<file path="config.mk">
export PLATFORM = sky130hd
export DESIGN_NAME = dec_scan_sequencer_flat
export DESIGN_NICKNAME = d
export VERILOG_FILES = /design/src/rtl/dec_scan_sequencer_if.sv /design/src/rtl/dec_scan_sequencer.sv /design/src/flat_wrapper.sv
export SDC_FILE = /design/constraint.sdc
export NUM_CORES = 1
export LEC_CHECK = 0
export BUFFER_PORTS_ARGS = -buffer_cell sky130_fd_sc_hd__buf_2
export CAP_MARGIN = 25
export CELL_PAD_IN_SITES_DETAIL_PLACEMENT = 0
export CELL_PAD_IN_SITES_GLOBAL_PLACEMENT = 1
export CORE_MARGIN = 2
export CORE_UTILIZATION = 35
export DETAILED_ROUTE_END_ITERATION = 8
export PLACE_DENSITY_LB_ADDON = 0.1
export SETUP_SLACK_MARGIN = 0.1
export SLEW_MARGIN = 10
export SYNTH_ARGS = -nofsm -noshare
export SYNTH_HDL_FRONTEND = slang
export SYNTH_SLANG_ARGS = --single-unit
</file>
<file path="constraint.sdc">
create_clock -name i_clk -period 2.3 [get_ports i_clk]
set_input_delay 0.345 -clock i_clk [delete_from_list [all_inputs] [get_ports i_clk]]
set_output_delay 0.345 -clock i_clk [all_outputs]
set_load 0.1 [all_outputs]
</file>
<file path="src/rtl/dec_scan_sequencer_if.sv">
// Select/enable bus between the scan sequencer and its controller, plus the
// decoder-facing outputs. The master drives requests; the slave is the sequencer.
interface dec_scan_sequencer_if #(
  parameter int SEL_W   = 3,
  parameter int DWELL_W = 8
);
  logic               scan_en;
  logic [DWELL_W-1:0] dwell;
  logic               req_valid;
  logic [SEL_W-1:0]   req_sel;
  logic               req_ready;
  logic [SEL_W-1:0]   sel;
  logic               enable;
  logic               busy;
  logic               wrap;

  modport master (
    output scan_en, dwell, req_valid, req_sel,
    input  req_ready, sel, enable, busy, wrap
  );

  modport slave (
    input  scan_en, dwell, req_valid, req_sel,
    output req_ready, sel, enable, busy, wrap
  );
endinterface

</file>
<file path="src/rtl/dec_scan_sequencer.sv">
// Drives a 3-to-8 decoder's select/enable: auto-scan over all slots with a
// programmable dwell, or single-shot addressing of one slot via valid/ready.
module dec_scan_sequencer #(
  parameter int SEL_W   = 3,
  parameter int DWELL_W = 8
) (
  input  logic                  i_clk,
  input  logic                  i_rst,
  dec_scan_sequencer_if.slave   bus
);
  localparam logic [1:0] S_IDLE = 2'd0;
  localparam logic [1:0] S_SHOT = 2'd1;
  localparam logic [1:0] S_SCAN = 2'd2;
  localparam logic [SEL_W-1:0] SEL_MAX = {SEL_W{1'b1}};

  logic [1:0]         r_state;
  logic [SEL_W-1:0]   r_sel;
  logic               r_en;
  logic               r_wrap;
  logic [DWELL_W-1:0] r_cnt;
  logic               w_accept;

  // Ready is masked by rst so nothing is handshaken during a reset cycle.
  assign bus.req_ready = (r_state == S_IDLE) && !i_rst;
  assign w_accept      = bus.req_valid && bus.req_ready;

  assign bus.sel    = r_sel;
  assign bus.enable = r_en;
  assign bus.busy   = (r_state != S_IDLE);
  assign bus.wrap   = r_wrap;

  always_ff @(posedge i_clk) begin
    if (i_rst) begin
      r_state <= S_IDLE;
      r_sel   <= '0;
      r_en    <= 1'b0;
      r_wrap  <= 1'b0;
      r_cnt   <= '0;
    end else begin
      r_wrap <= 1'b0;
      case (r_state)
        S_IDLE: begin
          if (w_accept) begin
            r_state <= S_SHOT;
            r_sel   <= bus.req_sel;
            r_en    <= 1'b1;
            r_cnt   <= bus.dwell;
          end else if (bus.scan_en) begin
            r_state <= S_SCAN;
            r_sel   <= '0;
            r_en    <= 1'b1;
            r_cnt   <= bus.dwell;
          end else begin
            r_en <= 1'b0;
          end
        end
        S_SHOT: begin
          if (r_cnt != '0) begin
            r_cnt <= r_cnt - 1'b1;
          end else begin
            r_state <= S_IDLE;
            r_en    <= 1'b0;
          end
        end
        S_SCAN: begin
          if (r_cnt != '0) begin
            r_cnt <= r_cnt - 1'b1;
          end else begin
            // Slot end: scan_en is only honoured here, so slots are never cut short.
            if (r_sel == SEL_MAX) r_wrap <= 1'b1;
            if (!bus.scan_en) begin
              r_state <= S_IDLE;
              r_en    <= 1'b0;
            end else begin
              r_sel <= r_sel + 1'b1;
              r_cnt <= bus.dwell;
            end
          end
        end
        default: begin
          r_state <= S_IDLE;
          r_en    <= 1'b0;
        end
      endcase
    end
  end
endmodule

</file>
<file path="src/flat_wrapper.sv">
// flat-port wrapper written by rule: the top's interface ports become plain ports
module dec_scan_sequencer_flat 
#(
  parameter int SEL_W   = 3,
  parameter int DWELL_W = 8
)
  (i_clk, i_rst, bus_scan_en, bus_dwell, bus_req_valid, bus_req_sel, bus_req_ready, bus_sel, bus_enable, bus_busy, bus_wrap);
  dec_scan_sequencer_if #(.SEL_W(SEL_W), .DWELL_W(DWELL_W)) bus_i ();
  input  logic i_clk;
  input  logic i_rst;
  input wire logic [$bits(bus_i.scan_en)-1:0] bus_scan_en;
  input wire logic [$bits(bus_i.dwell)-1:0] bus_dwell;
  input wire logic [$bits(bus_i.req_valid)-1:0] bus_req_valid;
  input wire logic [$bits(bus_i.req_sel)-1:0] bus_req_sel;
  output wire logic [$bits(bus_i.req_ready)-1:0] bus_req_ready;
  output wire logic [$bits(bus_i.sel)-1:0] bus_sel;
  output wire logic [$bits(bus_i.enable)-1:0] bus_enable;
  output wire logic [$bits(bus_i.busy)-1:0] bus_busy;
  output wire logic [$bits(bus_i.wrap)-1:0] bus_wrap;
  assign bus_i.scan_en = bus_scan_en;
  assign bus_i.dwell = bus_dwell;
  assign bus_i.req_valid = bus_req_valid;
  assign bus_i.req_sel = bus_req_sel;
  assign bus_req_ready = bus_i.req_ready;
  assign bus_sel = bus_i.sel;
  assign bus_enable = bus_i.enable;
  assign bus_busy = bus_i.busy;
  assign bus_wrap = bus_i.wrap;
  dec_scan_sequencer #(.SEL_W(SEL_W), .DWELL_W(DWELL_W)) u_core (.i_clk(i_clk), .i_rst(i_rst), .bus(bus_i));
endmodule
</file>
Word level (Yosys, flattened, before mapping) --
Index checks and enable logic that the tools add are counted.
Storage, ports and cells: ROM bits 0, bits in latches 0, RAM bits 0, input bits 15, register bits 15, memories 0
Cells by class: order comparisons 0, reduce and logical (&&, ||, !) cells 13, add/sub/neg operators 2, div/mod/pow operators 0, shift operators 0, multiplexer cells 23, bitwise operators 1, eq/ne operators 9, multiply operators 0
Operators with widths (count):
- 2-to-1 mux 8 bit | 4
- one-hot mux 8 bit (3 select lines) | 1
- 2-to-1 mux 3 bit | 4
- 2-to-1 mux 2 bit | 5
- != test 2 bit, second input constant | 4
- AND reduction 4 bit | 2
- nonzero test 8 bit | 1
- subtractor 8 x 1 -> 8 bit, second input constant | 1
- 2-to-1 mux 1 bit | 6
- one-hot mux 2 bit (3 select lines) | 1
- one-hot mux 3 bit (2 select lines) | 1
- nonzero test 2 bit | 2
- adder 3 x 1 -> 3 bit, second input constant | 1
- == test 3 bit, second input constant | 1
- != test 3 x 2 -> 1 bit, second input constant | 1
- one-hot mux 1 bit (3 select lines) | 1
- AND reduction 3 bit | 1
- nonzero test 3 bit | 1
- OR reduction 3 bit | 1
- == test 2 x 1 -> 1 bit, second input constant | 1
- == test 2 bit, second input constant | 1
- logical AND 1 bit | 2
- zero test 2 bit | 1
- != test 2 x 1 -> 1 bit, second input constant | 1
- other kinds (3) | 3

Logic depth before layout (Yosys ltp) --
depth after elaboration 5, depth in mapped cells 8, mapped depth without buffers 7

Least setup slack after synthesis --
Ideal clock, no wire load.
kind register to output, from register u_core.r_state[0], to output port bus_req_ready, arrival 2453 ps, stages on the path, launching flop included 5, path buffers 0, setup slack -498 ps, cells stage by stage dfxtp_1 -> inv_1 -> ha_1 -> inv_1 -> nor2_1
Between the ends: word-level cells in the longest chain between the ends 2
Ends and longest elaborated chain:
- start: declaration | RTL line dec_scan_sequencer.sv:16 | logic [1:0] r_state;
- start signal: assignment | RTL line dec_scan_sequencer.sv:34 | r_state <= S_IDLE;
- start signal: assignment | RTL line dec_scan_sequencer.sv:44 | r_state <= S_SHOT;
- start signal: assignment | RTL line dec_scan_sequencer.sv:49 | r_state <= S_SCAN;
- zero test 2 bit | RTL line dec_scan_sequencer.sv:24 | assign bus.req_ready = (r_state == S_IDLE) && !i_rst;
- logical AND 1 bit | RTL line dec_scan_sequencer.sv:24
- end: declaration | RTL line flat_wrapper.sv:15 | output wire logic [$bits(bus_i.req_ready)-1:0] bus_req_ready;
No other way between the ends.

Final worst setup path --
from register u_core.r_cnt[1], to register u_core.r_cnt[3]
Between the ends: word-level cells in the longest chain between the ends 3, elaborated cells on any way between the ends 7, those cells by class add/sub (1); eq/ne (1); mux (3); reduce/logical (2)
Ends and longest elaborated chain:
- start: declaration | RTL line dec_scan_sequencer.sv:20 | logic [DWELL_W-1:0] r_cnt;
- start signal: assignment | RTL line dec_scan_sequencer.sv:47 | r_cnt <= bus.dwell;
- start signal: assignment | RTL line dec_scan_sequencer.sv:52 | r_cnt <= bus.dwell;
- start signal: assignment | RTL line dec_scan_sequencer.sv:59 | r_cnt <= r_cnt - 1'b1;
- subtractor 8 x 1 -> 8 bit or nonzero test 8 bit (tied branches)
- 2-to-1 mux 8 bit, or another cell as far along | RTL line dec_scan_sequencer.sv:66 | if (r_cnt != '0) begin
- one-hot mux 8 bit (3 select lines) or AND reduction 2 bit (tied branches)
Several ways; a longest one is shown, not always the timed one. The select of a mux whose other input is x is not followed. A chain may end at the register's enable or synchronous reset.

==> impl_metrics.xml <==
<?xml version="1.0" encoding="UTF-8"?>
<metrics>
  <group name="cells_and_area">
    <metric name="post_route_cells_drive_above_1_share" unit="%">26.5</metric>
    <metric name="final_standard_cell_utilization_of_the_core" unit="%">42.5</metric>
    <metric name="multi_input_combinational_cell_area" unit="um^2">918</metric>
    <metric name="areaGrowthSynthToFinish" unit="%">18.2</metric>
    <metric name="antenna_cells_inserted" unit="">0</metric>
    <metric name="fill_cells" unit="">389</metric>
    <metric name="regArea" unit="um^2">300</metric>
    <metric name="num-nets-final" unit="">209</metric>
  </group>
  <group name="synth">
    <metric name="main_combinational_cell_family_by_area_after_synthesis" unit="">compound AO/OA/AOI/OAI gates</metric>
    <metric name="ys_async_sr_fraction" unit="%">0</metric>
    <metric name="synth-compound-area-share" unit="%">30.7</metric>
    <metric name="synth_adder_area_share" unit="%">7.71</metric>
    <metric name="synth_xor_area_share" unit="%">2.70</metric>
    <metric name="synth-simple-area-share" unit="%">21.0</metric>
    <metric name="synthDistinctLibCells" unit="">47</metric>
    <metric name="synth-seq-cells" unit="">15</metric>
    <metric name="synth.area.mux_share" unit="%">8.10</metric>
    <metric name="seq_area_frac_synth" unit="%">23.1</metric>
    <metric name="mean_cell_area_of_the_mapped_netlist" unit="um^2">8.11</metric>
    <metric name="netlist_instances" unit="">160</metric>
    <metric name="post_synth_instance_area" unit="um^2">1300</metric>
    <metric name="synth_ff_type" unit="">sky130_fd_sc_hd__dfxtp_1</metric>
    <metric name="post_synth_net_total" unit="">183</metric>
    <metric name="ys.warnings.count" unit="">0</metric>
    <metric name="synth-edff-count" unit="">0</metric>
  </group>
  <group name="worst_hold_path">
    <metric name="start_point_of_the_worst_hold_path" unit="">bus_req_sel[2]</metric>
    <metric name="worst_hold_path.endpoint" unit="">u_core.bus.sel[2]$_SDFFE_PP0P_</metric>
    <metric name="timing.hold.worst_path_depth" unit="">3</metric>
    <metric name="worstHoldPathType" unit="">in2reg</metric>
  </group>
  <group name="sta">
    <metric name="timing_max_transition_violations_final" unit="">0</metric>
    <metric name="rsz0062_at_grt" unit="">false</metric>
    <metric name="setup_tns" unit="ns">0</metric>
    <metric name="fin_crit" unit="ns">2.00</metric>
    <metric name="finalCritPeriodShare" unit="%">87.0</metric>
    <metric name="tightest_slew" unit="ns">0.484</metric>
    <metric name="achievable-frequency" unit="GHz">0.500</metric>
    <metric name="finalSetupViolations" unit="">0</metric>
    <metric name="final_hold_viol_count" unit="">0</metric>
    <metric name="worst_slew_margin_rel" unit="%">68.0</metric>
    <metric name="final.setup_skew" unit="ns">0.00367</metric>
  </group>
  <group name="setup_path">
    <metric name="r2r_end" unit="">u_core.r_cnt[3]$_SDFFE_PP0P_</metric>
    <metric name="worstPathCellList" unit="">inv_1, ha_1, nor3b_2, nand2_2, a21oi_1, o221a_1, o32ai_2</metric>
    <metric name="timing.rr.start" unit="">u_core.r_cnt[1]$_SDFFE_PP0P_</metric>
    <metric name="max_stage_delay" unit="ns">0.40</metric>
    <metric name="cp-end-kind" unit="">register</metric>
    <metric name="launching_element_type_of_the_critical_path" unit="">register</metric>
    <metric name="crit_arrival" unit="ns">2.13</metric>
    <metric name="critPathRequiredTime" unit="ns">2.43</metric>
    <metric name="worst_r2r_path_depth" unit="">7</metric>
    <metric name="cell_with_the_biggest_individual_delay_on_the_critical_path" unit="">sky130_fd_sc_hd__nor3b_2</metric>
    <metric name="internal_reg_to_reg_setup_slack" unit="ns">0.30</metric>
    <metric name="setup.worst_path.class" unit="">reg2reg</metric>
    <metric name="path_max_fanout" unit="">6</metric>
  </group>
  <group name="clocking">
    <metric name="clockRootBuffer" unit="">sky130_fd_sc_hd__clkbuf_8</metric>
    <metric name="tritoncts" unit="">done</metric>
    <metric name="worst_setup_hold_path_clk_slew" unit="ns">0.07</metric>
    <metric name="clk_latency" unit="ns">0.25</metric>
    <metric name="clock_sinks" unit="">15</metric>
    <metric name="maximum_number_of_buffers_from_clock_root_to_sink" unit="">2</metric>
    <metric name="cts-buffers-inserted" unit="">3</metric>
    <metric name="htree_num_levels" unit="">1</metric>
  </group>
  <group name="run_status">
    <metric name="run_status" unit="">completed</metric>
  </group>
  <group name="global_route">
    <metric name="grt_pass1_vias" unit="">1235</metric>
    <metric name="global_route.overflow_total" unit="">0</metric>
    <metric name="grt_first_pass_wirelength" unit="um">6010</metric>
    <metric name="grt_max_degree" unit="">15</metric>
    <metric name="global_router_s_overall_resource_usage" unit="%">18.2</metric>
    <metric name="antenna_found_initial" unit="">0</metric>
  </group>
  <group name="drt">
    <metric name="post-route-drc-count" unit="">0</metric>
    <metric name="wl_per_cell" unit="um">15.2</metric>
    <metric name="average_vias_per_placed_instance" unit="">5.52</metric>
    <metric name="route.met2.wl" unit="um">1820</metric>
    <metric name="top_layer" unit="">met4</metric>
    <metric name="drt.antenna.violating_nets" unit="">0</metric>
    <metric name="drt_iter0_drc" unit="">78</metric>
    <metric name="count_of_tritonroute_iterations_in_the_first_routing_pass" unit="">4</metric>
    <metric name="wl_met1" unit="um">1600</metric>
    <metric name="routed_wl" unit="um">3540</metric>
    <metric name="met3_length" unit="um">85</metric>
    <metric name="route.vias.total" unit="">1285</metric>
  </group>
  <group name="floorplanning">
    <metric name="floorplan.io_pins" unit="">22</metric>
    <metric name="design.core.area" unit="um^2">3610</metric>
    <metric name="rows" unit="">22</metric>
    <metric name="fp.dieH" unit="um">64.9</metric>
    <metric name="dieArea" unit="um^2">4210</metric>
    <metric name="initial_utilization" unit="%">36.0</metric>
    <metric name="die_width" unit="um">64.9</metric>
  </group>
  <group name="power">
    <metric name="power.leakage" unit="nW">0.639</metric>
    <metric name="report.power.total" unit="mW">2.25</metric>
    <metric name="power.density_cell_area" unit="nW/um^2">1470</metric>
    <metric name="vdd.ir_drop.worst" unit="uV">552</metric>
  </group>
  <group name="placement">
    <metric name="gp_routability_congestion" unit="">0.870</metric>
    <metric name="port_buffers" unit="">21</metric>
    <metric name="detailedPlacementHpwl" unit="um">2670</metric>
  </group>
  <group name="job">
    <metric name="max-cap-violations" unit="">0</metric>
  </group>
</metrics>
[cell usage after synthesis (all sizes together) (4+ instances only)]
cell	count	area share, %
a21oi	9	4.1
nand3	4	1.9
dfxtp	15	23
clkbuf	4	1.4
buf	4	2.0
xnor2	4	2.7
mux2i	6	4.6
a211oi	7	4.1
nor2b	6	2.9
nand2	16	4.8
inv	11	3.2
o21ai	12	4.6
nor3b	4	2.7
ha	8	7.7
nor2	11	3.2
a31oi	6	2.9
mux2	4	3.5
[metal layers]
layer,GRT usage (%),up-vias
met5,0,-
li1,-,645
met3,1.74,4
met2,33.2,16
met1,22.6,620
met4,5.05,0
[stage by stage]
step	instance area (um^2)	setup slack, ns	hold WS, ns	cells
4_1_cts	1530	0.276	0.407	233
2_1_floorplan	1310	0.239	0.489	160
3_5_place_dp	1490	0.294	0.487	229
5_1_grt	1530	0.107	0.408	233
6_report	1530	0.300	0.395	233
3_3_place_gp	1490	0.303	0.480	229
[critical path: cells and delay by family, from the launching register on]
family / cells / cell delay, ns
AO/OA/AOI/OAI: 3 / 0.67
AND/OR/NAND/NOR: 2 / 0.56
flip-flops: 1 / 0.34
adder cells (fa/ha/maj): 1 / 0.20
buffers and inverters: 1 / 0.10
[cell type report]
| cell class | count | share of cell area (%) |
|---|---|---|
| inverter | 11 | 2.69 |
| timing repair buffer | 29 | 11.0 |
| clock buffer | 4 | 2.94 |
| sequential | 15 | 19.6 |
| tap | 48 | 3.92 |
| multi-input combinational | 126 | 59.9 |
[sequential cells by signal (all words and copies together), names as in the netlist]
name and flops:
u_core.r_cnt 8, u_core.bus.sel 3, u_core.r_state 2, u_core.bus.enable 1, u_core.bus.wrap 1
[cell families after synthesis]
| logic type | after synthesis |
|---|---|
| mux | 10 |
| compound gates | 55 |
| xor+xnor | 4 |
| simple gates | 49 |
| flops | 15 |
| fa+ha+maj | 8 |
| buf+inv | 19 |
[worst max path at each step]
stage / slack, ns / cells after the start / to / startpoint
floorplan: 0.24 / 8 / u_core.r_cnt[2]$_SDFFE_PP0P_ / u_core.r_state[0]$_SDFFE_PP0P_
finish: 0.30 / 7 / u_core.r_cnt[3]$_SDFFE_PP0P_ / u_core.r_cnt[1]$_SDFFE_PP0P_
global placement: 0.30 / 8 / u_core.r_cnt[2]$_SDFFE_PP0P_ / u_core.r_state[0]$_SDFFE_PP0P_
detailed placement: 0.29 / 8 / u_core.r_cnt[1]$_SDFFE_PP0P_ / u_core.r_state[0]$_SDFFE_PP0P_
global route: 0.11 / 8 / u_core.r_cnt[1]$_SDFFE_PP0P_ / u_core.r_state[0]$_SDFFE_PP0P_
CTS: 0.28 / 8 / u_core.r_cnt[2]$_SDFFE_PP0P_ / u_core.r_state[0]$_SDFFE_PP0P_
[where the power goes]
part           internal (mW)  switching (mW)  leakage [nW]
sequential             0.353           0.113         0.124
clock                  0.123           0.102        0.0228
combinational          0.579           0.983         0.492
[cells in the final DEF (no fill, tap or decap), types with 2 or more instances in the layout]
cell type / count
sky130_fd_sc_hd__xnor2_1: 4
sky130_fd_sc_hd__o21ai_0: 11
sky130_fd_sc_hd__nor2b_1: 6
sky130_fd_sc_hd__buf_4: 7
sky130_fd_sc_hd__o32ai_1: 2
sky130_fd_sc_hd__buf_2: 21
sky130_fd_sc_hd__o221a_1: 2
sky130_fd_sc_hd__a21oi_1: 7
sky130_fd_sc_hd__nor3b_1: 3
sky130_fd_sc_hd__a211oi_1: 7
sky130_fd_sc_hd__mux2_2: 4
sky130_fd_sc_hd__o211ai_1: 3
sky130_fd_sc_hd__o22ai_1: 2
sky130_fd_sc_hd__a311oi_1: 2
sky130_fd_sc_hd__inv_1: 11
sky130_fd_sc_hd__a31oi_1: 6
sky130_fd_sc_hd__nand3_1: 3
sky130_fd_sc_hd__mux2i_1: 6
sky130_fd_sc_hd__dfxtp_1: 15
sky130_fd_sc_hd__ha_1: 8
sky130_fd_sc_hd__nand2_1: 15
sky130_fd_sc_hd__clkbuf_8: 3
sky130_fd_sc_hd__nor2_1: 10
sky130_fd_sc_hd__a21oi_2: 2
[timing repair]
action,in CTS,in global routing
buffers inserted,0,0
resized for setup,0,1
endpoints found under the setup margin,0,1
hold buffers,0,0
Note: power is estimated with default switching activity, not from simulation.
